<file path="src/rtl/seg7_bin_display.sv">
// Binary-to-decimal 7-segment driver. Sequential double-dabble, registered
// outputs, leading-zero blanking, overflow dashes. Optional blink: SEG7_BLINK_EN.
//
// Ports:
//   clk, reset   clock; synchronous active-high reset
//   load         start conversion (ignored while busy)
//   value        unsigned binary input, WIDTH bits
//   blank_lz     leading-zero blanking, sampled with load
//   blink        (SEG7_BLINK_EN only) blank all digits on phase=1
//   busy, done   conversion in progress / one-cycle result pulse
//   overflow     last value exceeded 10^DIGITS-1
//   hex          DIGITS x 7 active-low segments, digit 0 in hex[6:0]
module seg7_bin_display #(
  parameter int WIDTH  = 14,
  parameter int DIGITS = 4
`ifdef SEG7_BLINK_EN
  ,
  parameter int BLINK_DIV = 25_000_000
`endif
) (
  input  logic                clk,
  input  logic                reset,
  input  logic                load,
  input  logic [WIDTH-1:0]    value,
  input  logic                blank_lz,
`ifdef SEG7_BLINK_EN
  input  logic                blink,
`endif
  output logic                busy,
  output logic                done,
  output logic                overflow,
  output logic [7*DIGITS-1:0] hex
);

  localparam int CW = $clog2(WIDTH + 1);
  localparam int BW = 4 * DIGITS;
  localparam int HW = 7 * DIGITS;
  localparam logic [31:0] MAXV = 32'(10 ** DIGITS - 1);
  localparam logic [6:0] SEG_0    = 7'b1000000;
  localparam logic [6:0] SEG_OFF  = 7'b1111111;
  localparam logic [6:0] SEG_DASH = 7'b0111111;

  typedef enum logic [1:0] {
    IDLE,
    SHIFT,
    COMMIT
  } state_t;

  state_t            state_q, state_d;
  logic [CW-1:0]     cnt_q, cnt_d;
  logic [WIDTH-1:0]  bin_q, bin_d;
  logic [BW-1:0]     bcd_q, bcd_d;
  logic              blank_q, blank_d;
  logic              ovf_pend_q, ovf_pend_d;
  logic              busy_q, busy_d;
  logic              done_q, done_d;
  logic              ovf_q, ovf_d;
  logic [HW-1:0]     hex_q, hex_d;

  logic [BW-1:0]     bcd_adj;
  logic [HW-1:0]     commit_hex;
  logic              in_ovf;

  function automatic logic [6:0] dec7(input logic [3:0] n);
    case (n)
      4'd0:    dec7 = 7'b1000000;
      4'd1:    dec7 = 7'b1111001;
      4'd2:    dec7 = 7'b0100100;
      4'd3:    dec7 = 7'b0110000;
      4'd4:    dec7 = 7'b0011001;
      4'd5:    dec7 = 7'b0010010;
      4'd6:    dec7 = 7'b0000010;
      4'd7:    dec7 = 7'b1111000;
      4'd8:    dec7 = 7'b0000000;
      4'd9:    dec7 = 7'b0010000;
      default: dec7 = SEG_OFF;
    endcase
  endfunction

  assign in_ovf = {{(32-WIDTH){1'b0}}, value} > MAXV;

  always_comb begin
    bcd_adj = bcd_q;
    for (int i = 0; i < DIGITS; i++) begin
      if (bcd_q[4*i +: 4] >= 4'd5)
        bcd_adj[4*i +: 4] = bcd_q[4*i +: 4] + 4'd3;
    end
  end

  // Walk from the top digit down; a digit blanks while everything
  // above it (and itself) is still zero.
  always_comb begin
    logic       hz;
    logic [6:0] s;
    hz = 1'b1;
    commit_hex = '0;
    for (int i = DIGITS - 1; i >= 0; i--) begin
      hz = hz && (bcd_q[4*i +: 4] == 4'd0);
      s  = dec7(bcd_q[4*i +: 4]);
      if (blank_q && (i != 0) && hz)
        s = SEG_OFF;
      if (ovf_pend_q)
        s = SEG_DASH;
      commit_hex[7*i +: 7] = s;
    end
  end

  always_comb begin
    state_d    = state_q;
    cnt_d      = cnt_q;
    bin_d      = bin_q;
    bcd_d      = bcd_q;
    blank_d    = blank_q;
    ovf_pend_d = ovf_pend_q;
    busy_d     = busy_q;
    done_d     = 1'b0;
    ovf_d      = ovf_q;
    hex_d      = hex_q;
    case (state_q)
      IDLE: begin
        if (load) begin
          bin_d      = value;
          blank_d    = blank_lz;
          ovf_pend_d = in_ovf;
          bcd_d      = '0;
          cnt_d      = '0;
          busy_d     = 1'b1;
          state_d    = SHIFT;
        end
      end
      SHIFT: begin
        {bcd_d, bin_d} = {bcd_adj[BW-2:0], bin_q, 1'b0};
        cnt_d = cnt_q + CW'(1);
        if (cnt_q == CW'(WIDTH - 1))
          state_d = COMMIT;
      end
      COMMIT: begin
        hex_d   = commit_hex;
        ovf_d   = ovf_pend_q;
        busy_d  = 1'b0;
        done_d  = 1'b1;
        state_d = IDLE;
      end
      default: state_d = IDLE;
    endcase
  end

  always_ff @(posedge clk) begin
    if (reset) begin
      state_q    <= IDLE;
      cnt_q      <= '0;
      bin_q      <= '0;
      bcd_q      <= '0;
      blank_q    <= 1'b0;
      ovf_pend_q <= 1'b0;
      busy_q     <= 1'b0;
      done_q     <= 1'b0;
      ovf_q      <= 1'b0;
      hex_q      <= {DIGITS{SEG_0}};
    end else begin
      state_q    <= state_d;
      cnt_q      <= cnt_d;
      bin_q      <= bin_d;
      bcd_q      <= bcd_d;
      blank_q    <= blank_d;
      ovf_pend_q <= ovf_pend_d;
      busy_q     <= busy_d;
      done_q     <= done_d;
      ovf_q      <= ovf_d;
      hex_q      <= hex_d;
    end
  end

  assign busy     = busy_q;
  assign done     = done_q;
  assign overflow = ovf_q;

`ifdef SEG7_BLINK_EN
  logic [31:0] bcnt_q, bcnt_d;
  logic        phase_q, phase_d;

  always_comb begin
    bcnt_d  = bcnt_q + 32'd1;
    phase_d = phase_q;
    if (bcnt_q >= 32'(BLINK_DIV - 1)) begin
      bcnt_d  = '0;
      phase_d = ~phase_q;
    end
  end

  always_ff @(posedge clk) begin
    if (reset) begin
      bcnt_q  <= '0;
      phase_q <= 1'b0;
    end else begin
      bcnt_q  <= bcnt_d;
      phase_q <= phase_d;
    end
  end

  assign hex = (blink && phase_q) ? {HW{1'b1}} : hex_q;
`else
  assign hex = hex_q;
`endif

endmodule

</file>
<file path="config.mk">
export PLATFORM = sky130hd
export DESIGN_NAME = seg7_bin_display
export DESIGN_NICKNAME = d
export VERILOG_FILES = /design/src/rtl/seg7_bin_display.sv
export SDC_FILE = /design/constraint.sdc
export NUM_CORES = 1
export LEC_CHECK = 0
export BUFFER_PORTS_ARGS = -buffer_cell sky130_fd_sc_hd__clkbuf_2
export CORE_UTILIZATION = 30
export CTS_CLUSTER_SIZE = 30
export DETAILED_ROUTE_END_ITERATION = 8
export PLACE_DENSITY = 0.44
export SETUP_SLACK_MARGIN = 0.02
export SYNTH_ARGS = -nofsm -noshare
export SYNTH_HDL_FRONTEND = slang
export SYNTH_SLANG_ARGS = --single-unit
</file>
<file path="constraint.sdc">
create_clock -name clk -period 3.05 [get_ports clk]
set_clock_uncertainty 0.05 [all_clocks]
set_input_delay 0.1525 -clock clk [delete_from_list [all_inputs] [get_ports clk]]
set_output_delay 0.1525 -clock clk [all_outputs]
set_load 0.05 [all_outputs]
</file>
-- Yosys cells after proc, flatten, opt, wreduce, memory -nomap -nowiden
Memories as Yosys holds them, arrays and structs flattened. A register that Yosys moved wholly into a read port is not among the register bits.
Cells that the tools add are included.
- register bits after elaboration: 69
- ROM bits: 448
- bits of input ports: 18
- output and inout bits: 31
- logic and storage cells: 75
- memories kept: 4
- memories (memory ; words ; width ; rd ports ; clocked after memory_dff ; write ports ; line ; RTL):
    (no name shown) ; 16 ; 7 ; 1 ; 1 ; 0 ; 65 ; case (n)
    (no name shown) ; 16 ; 7 ; 1 ; 1 ; 0 ; 65 ;
    (no name shown) ; 16 ; 7 ; 1 ; 1 ; 0 ; 65 ;
    (no name shown) ; 16 ; 7 ; 1 ; 1 ; 0 ; 65 ;
- $add $sub $neg: 5
- magnitude comparators: 5
- eq/ne operators: 5
- multiplexer cells: 31
- reductions and logical operators: 15
- operator list (kind ; count):
    $mux 7 ; 7
    $mux 4 ; 12
    $pmux 16 s2 ; 1
    $pmux 14 s2 ; 1
    $ge 4x3->1 const B ; 4
    $mux 16 ; 1
    $gt 14x14->1 const B ; 1
    $mux 14 ; 1
    $add 4x2->4 const B ; 3
    $logic_not 4->1 ; 3
    $pmux 4 s2 ; 1
    $reduce_and 2->1 ; 4
    $logic_and 1x1->1 ; 5
    $add 4x1->4 const B ; 1
    $eq 4x4->1 const B ; 1
    $mux 2 ; 2
    $ne 2x2->1 const B ; 2
    $pmux 2 s2 ; 1
    $reduce_bool 2->1 ; 2
    $add 3x2->3 const B ; 1
    $mux 3 ; 1
    $eq 2x1->1 const B ; 1
    $eq 2x2->1 const B ; 1
    $logic_not 2->1 ; 1
    2 further kinds ; 3

-- Logic depth before layout (Yosys ltp)
- depth after elaboration: 6
- gate-level depth with buffers: 11
- depth with buffers taken out: 11

-- Worst setup path before layout
Ideal clock, no wire load.
- path type: register to register
- start point: register state_q[1]
- end point: register with a tool-made name
- library setup time: 140 ps
- arrival: 1987 ps
- required time: 2860 ps
- path slack: 873 ps
- cell stages (with the launch flop): 8
- buffers on the path: 1
- period minus slack after synthesis: 2177 ps
- cells stage by stage: dfxtp_1 or3b_1 buf_2 o31ai_1 inv_1 ha_1 nor3_1 a221oi_1
- RTL lines (item ; line ; RTL):
    start, declared ; 49 ; state_t state_q, state_d;
    start signal, assigned ; 161 ; state_q <= state_d;

==> impl_results.md <==
- Vias in the first global route: 3552
- DRC viols: 0
- Post-synth EDFFs: 0
- Synth Net Count: 539
- CP bufs+invs: 2
- Switching part of the total: 22.8%
- PD cells: 511 nW/um2
- Worst hold path depth: 3
- Max clock buf depth: 2
- Layout fillers: 1502
- CP delay by family, top: compound AO/OA/AOI/OAI gates
- CP cell instances: buf_4, o21bai_1, a21oi_1, nor2_1, inv_1, ha_1, o211ai_1, a32o_1
- YS warnings: 0
- Critical Path Start: state_q[0]$_SDFFE_PP0P_
- Routed WL per cell: 15.3 um
- Worst Tran Pin Value: 0.792 ns
- Die Width: 124 um
- Max_slew headroom: 47.1%
- Critical R2R Launch: state_q[0]$_SDFFE_PP0P_
- Crit end category: register
- Req. time, crit path: 3.29 ns
- Post-Place Cells: 710
- TNS Setup: 0 ns
- Grt total ovfl: 0
- Commonest cells after routing, fill and taps aside: dfxtp_1 (97), nor2_1 (53), clkbuf_2 (48)
- DRT antenna net count: 0
- Unique cell type count in the Yosys netlist: 57
- Synth Cell Area: 4470 um2
- Ys flop type: dfxtp_1
- Reg2Reg Setup Slack: 0.40 ns
- Share of cells above drive strength 1: 21.3%
- Slowest-stage cell, CP: o21bai_1
- Final cell count without fillers: 728
- H-tree Lvls: 3
- Port bufs: 48
- Synthesized area per cell: 9.17 um2
- Initial core utilization: 30.7%
- Final net count: 591
- Drt pass-1 iters: 4
- Max cap viols: 0
- Flops & latches, synth: 97
- Highest clock rate: 0.377 GHz
- Syn Inst Count: 487
- Part of the power in registers: 48.3%
- Die Y: 124 um
- Placement Rows: 44
- Net Sw Power: 0.000619 W
- Reg clk slew, reported paths: 0.07 ns
- CTS tree: done
- Final setup viols: 0
- Comb pwr share: 5.7%
- Insertion delay to the later sink of the worst-skew pair: 0.36 ns
- CTS Root Cell: clkbuf_16
- RSZ-0062 raised after global routing: false
- GRT Util Overall: 15.9%
- Num CTS Buffers: 9
- Clock power frac: 46.0%
- Seq/Total Area, Yosys: 43.5%
- 1st-iter DRT viols: 163
- Clock Sinks: 97
- Outcome: finished, final reports clean
- WHS Endpoint: ovf_pend_q$_SDFFE_PP0P_
- Max FO, Critical Path: 15
- Period utilization: 86.9%
- First-pass GRT wire length: 18200 um
- Max incr delay on CP: 0.65 ns
- Ant diodes: 0
- Core Footprint: 14500 um2
- Area delta synth->final: 18.8%
- Die ar.: 15400 um2
- Final worst path period need: 2.65 ns
- Ports: 49
- Async SR Flop Fraction: 0%
- Max-slew violation count: 0
- Crit path DAT: 2.89 ns
- Post-synth top area cell: dfxtp_1
- Largest net degree at the start of global routing: 32
- Detailed Place HPWL: 7990 um
- Int Power: 0.00209 W
- CP Launch Type: register
- Final Wtd Congestion: 0.788
- Commonest non-fill, non-tap cell in the layout: dfxtp_1
- Via density per instance: 5.03
- Area contributors post-synth: dfxtp_1 (43%), ha_1 (9.5%), o221a_2 (6.1%), nor2_1 (4.5%), a21oi_1 (3.5%)
- Synth top area share: 43.5%
- R2R depth: 8
- Final Hold Vio Count: 0
- Final WL: 11100 um
- Kind of critical path: register to register
- Initial antenna violation count: 0
- Hold_sp: value[13]
- P_leak: 2.25 nW
- HP Class: input pin to register
- Total setup buffers inserted after CTS: 0
- Vias post-DR: 3663
- Peak VDD IR: 0.000421 V
[how the worst max path moves through the flow]
stage	end	slack (ns)	depth (start not counted)
floorplan	register	0.87	7
detailed placement	register	0.25	6
global placement	register	0.29	6
global route	register	0.21	8
CTS	register	0.25	6
finish	register	0.40	8
[cells in the mapped netlist, types with 2 or more instances]
cell        n
a211oi_1   16
a21o_1      6
a21oi_1    31
a22o_1      4
a22oi_1     8
a22oi_2     2
a2bb2oi_1   2
a311oi_1    4
a31oi_1     3
and2_1      3
and3_1      5
and3b_1     2
buf_1       3
buf_2       6
clkbuf_1   15
clkinv_1    2
dfxtp_1    97
ha_1       34
inv_1      27
mux2i_1     4
nand2_1    36
nand2b_1    7
nand3_1     5
nor2_1     53
nor2_2      2
nor3_1     14
nor3b_1     6
o211ai_1    2
o21a_1      4
o21ai_0    26
o221a_2    24
o22ai_1     2
o31ai_1     3
or3_1       3
xnor2_1     3
xor2_1      2
[logic make-up (layout without fill, tap and decap cells)]
group,count (synthesis),in the layout,synth area share (%)
flip-flops,97,97,43.5
multiplexers,4,4,0.897
adder cells (fa/ha/maj),34,34,9.53
AO/OA/AOI/OAI,151,151,25.5
XOR/XNOR,5,5,0.981
AND/OR/NAND/NOR,142,142,14.9
buffers and inverters,54,111,4.79
[power groups by stage]
stage	combinational, W	clock (W)	sequential [W]
5_1_grt	0.000175	0.00133	0.00131
3_5_place_dp	0.000155	0	0.00134
2_1_floorplan	0.0000953	0	0.00134
4_1_cts	0.000158	0.00129	0.00131
6_report	0.000155	0.00125	0.00131
3_3_place_gp	0.000155	0	0.00134
[worst reg2reg max path: stages (launching register included)]
cell and delay, ns:
dfxtp_1 0.40, buf_4 0.23, o21bai_1 0.65, a21oi_1 0.20, nor2_1 0.34, inv_1 0.15, ha_1 0.24, o211ai_1 0.18
a32o_1 0.16
[layout make-up]
class / count / area [um2] / share of cell area (%)
Inverter: 29 / 109 / 2.05
Multi-Input combinational cell: 336 / 2310 / 43.6
Sequential cell: 97 / 1940 / 36.6
Tap cell: 184 / 230 / 4.34
Clock inverter: 6 / 90.1 / 1.70
Timing Repair Buffer: 66 / 380 / 7.17
Clock buffer: 10 / 239 / 4.50
[layer usage]
layer  share of wire [%]  global-route usage, %  routed length, um  vias to the layer above
met1                  49                   19.9               5500                     1734
met3                 4.2                   4.95                465                       12
met2                  45                   25.9               5030                       57
met4                 1.3                   4.99                142                        0
li1                    -                      -                  -                     1860
met5                   0                      0                  0                        -
[stage by stage]
stage	hold WS (ns)	util (%)	setup slack, ns	total power (W)	cell area (um2)
after floorplan	0.238	-	0.873	0.00143	4470
after global routing	0.0548	36.5	0.215	0.00282	5310
after global placement	0.340	34.1	0.295	0.00149	4950
final	0.0550	36.5	0.400	0.00271	5310
after detailed placement	0.347	34.1	0.254	0.00150	4950
after CTS	0.0481	36.5	0.250	0.00276	5300
[what timing repair did]
action                                 CTS  global route
endpoints found under the hold margin    2             0
setup endpoints to repair                0             2
hold buffers                             2             0
resized for setup                        0             1
No activity file was read; power rests on OpenSTA's default activity.
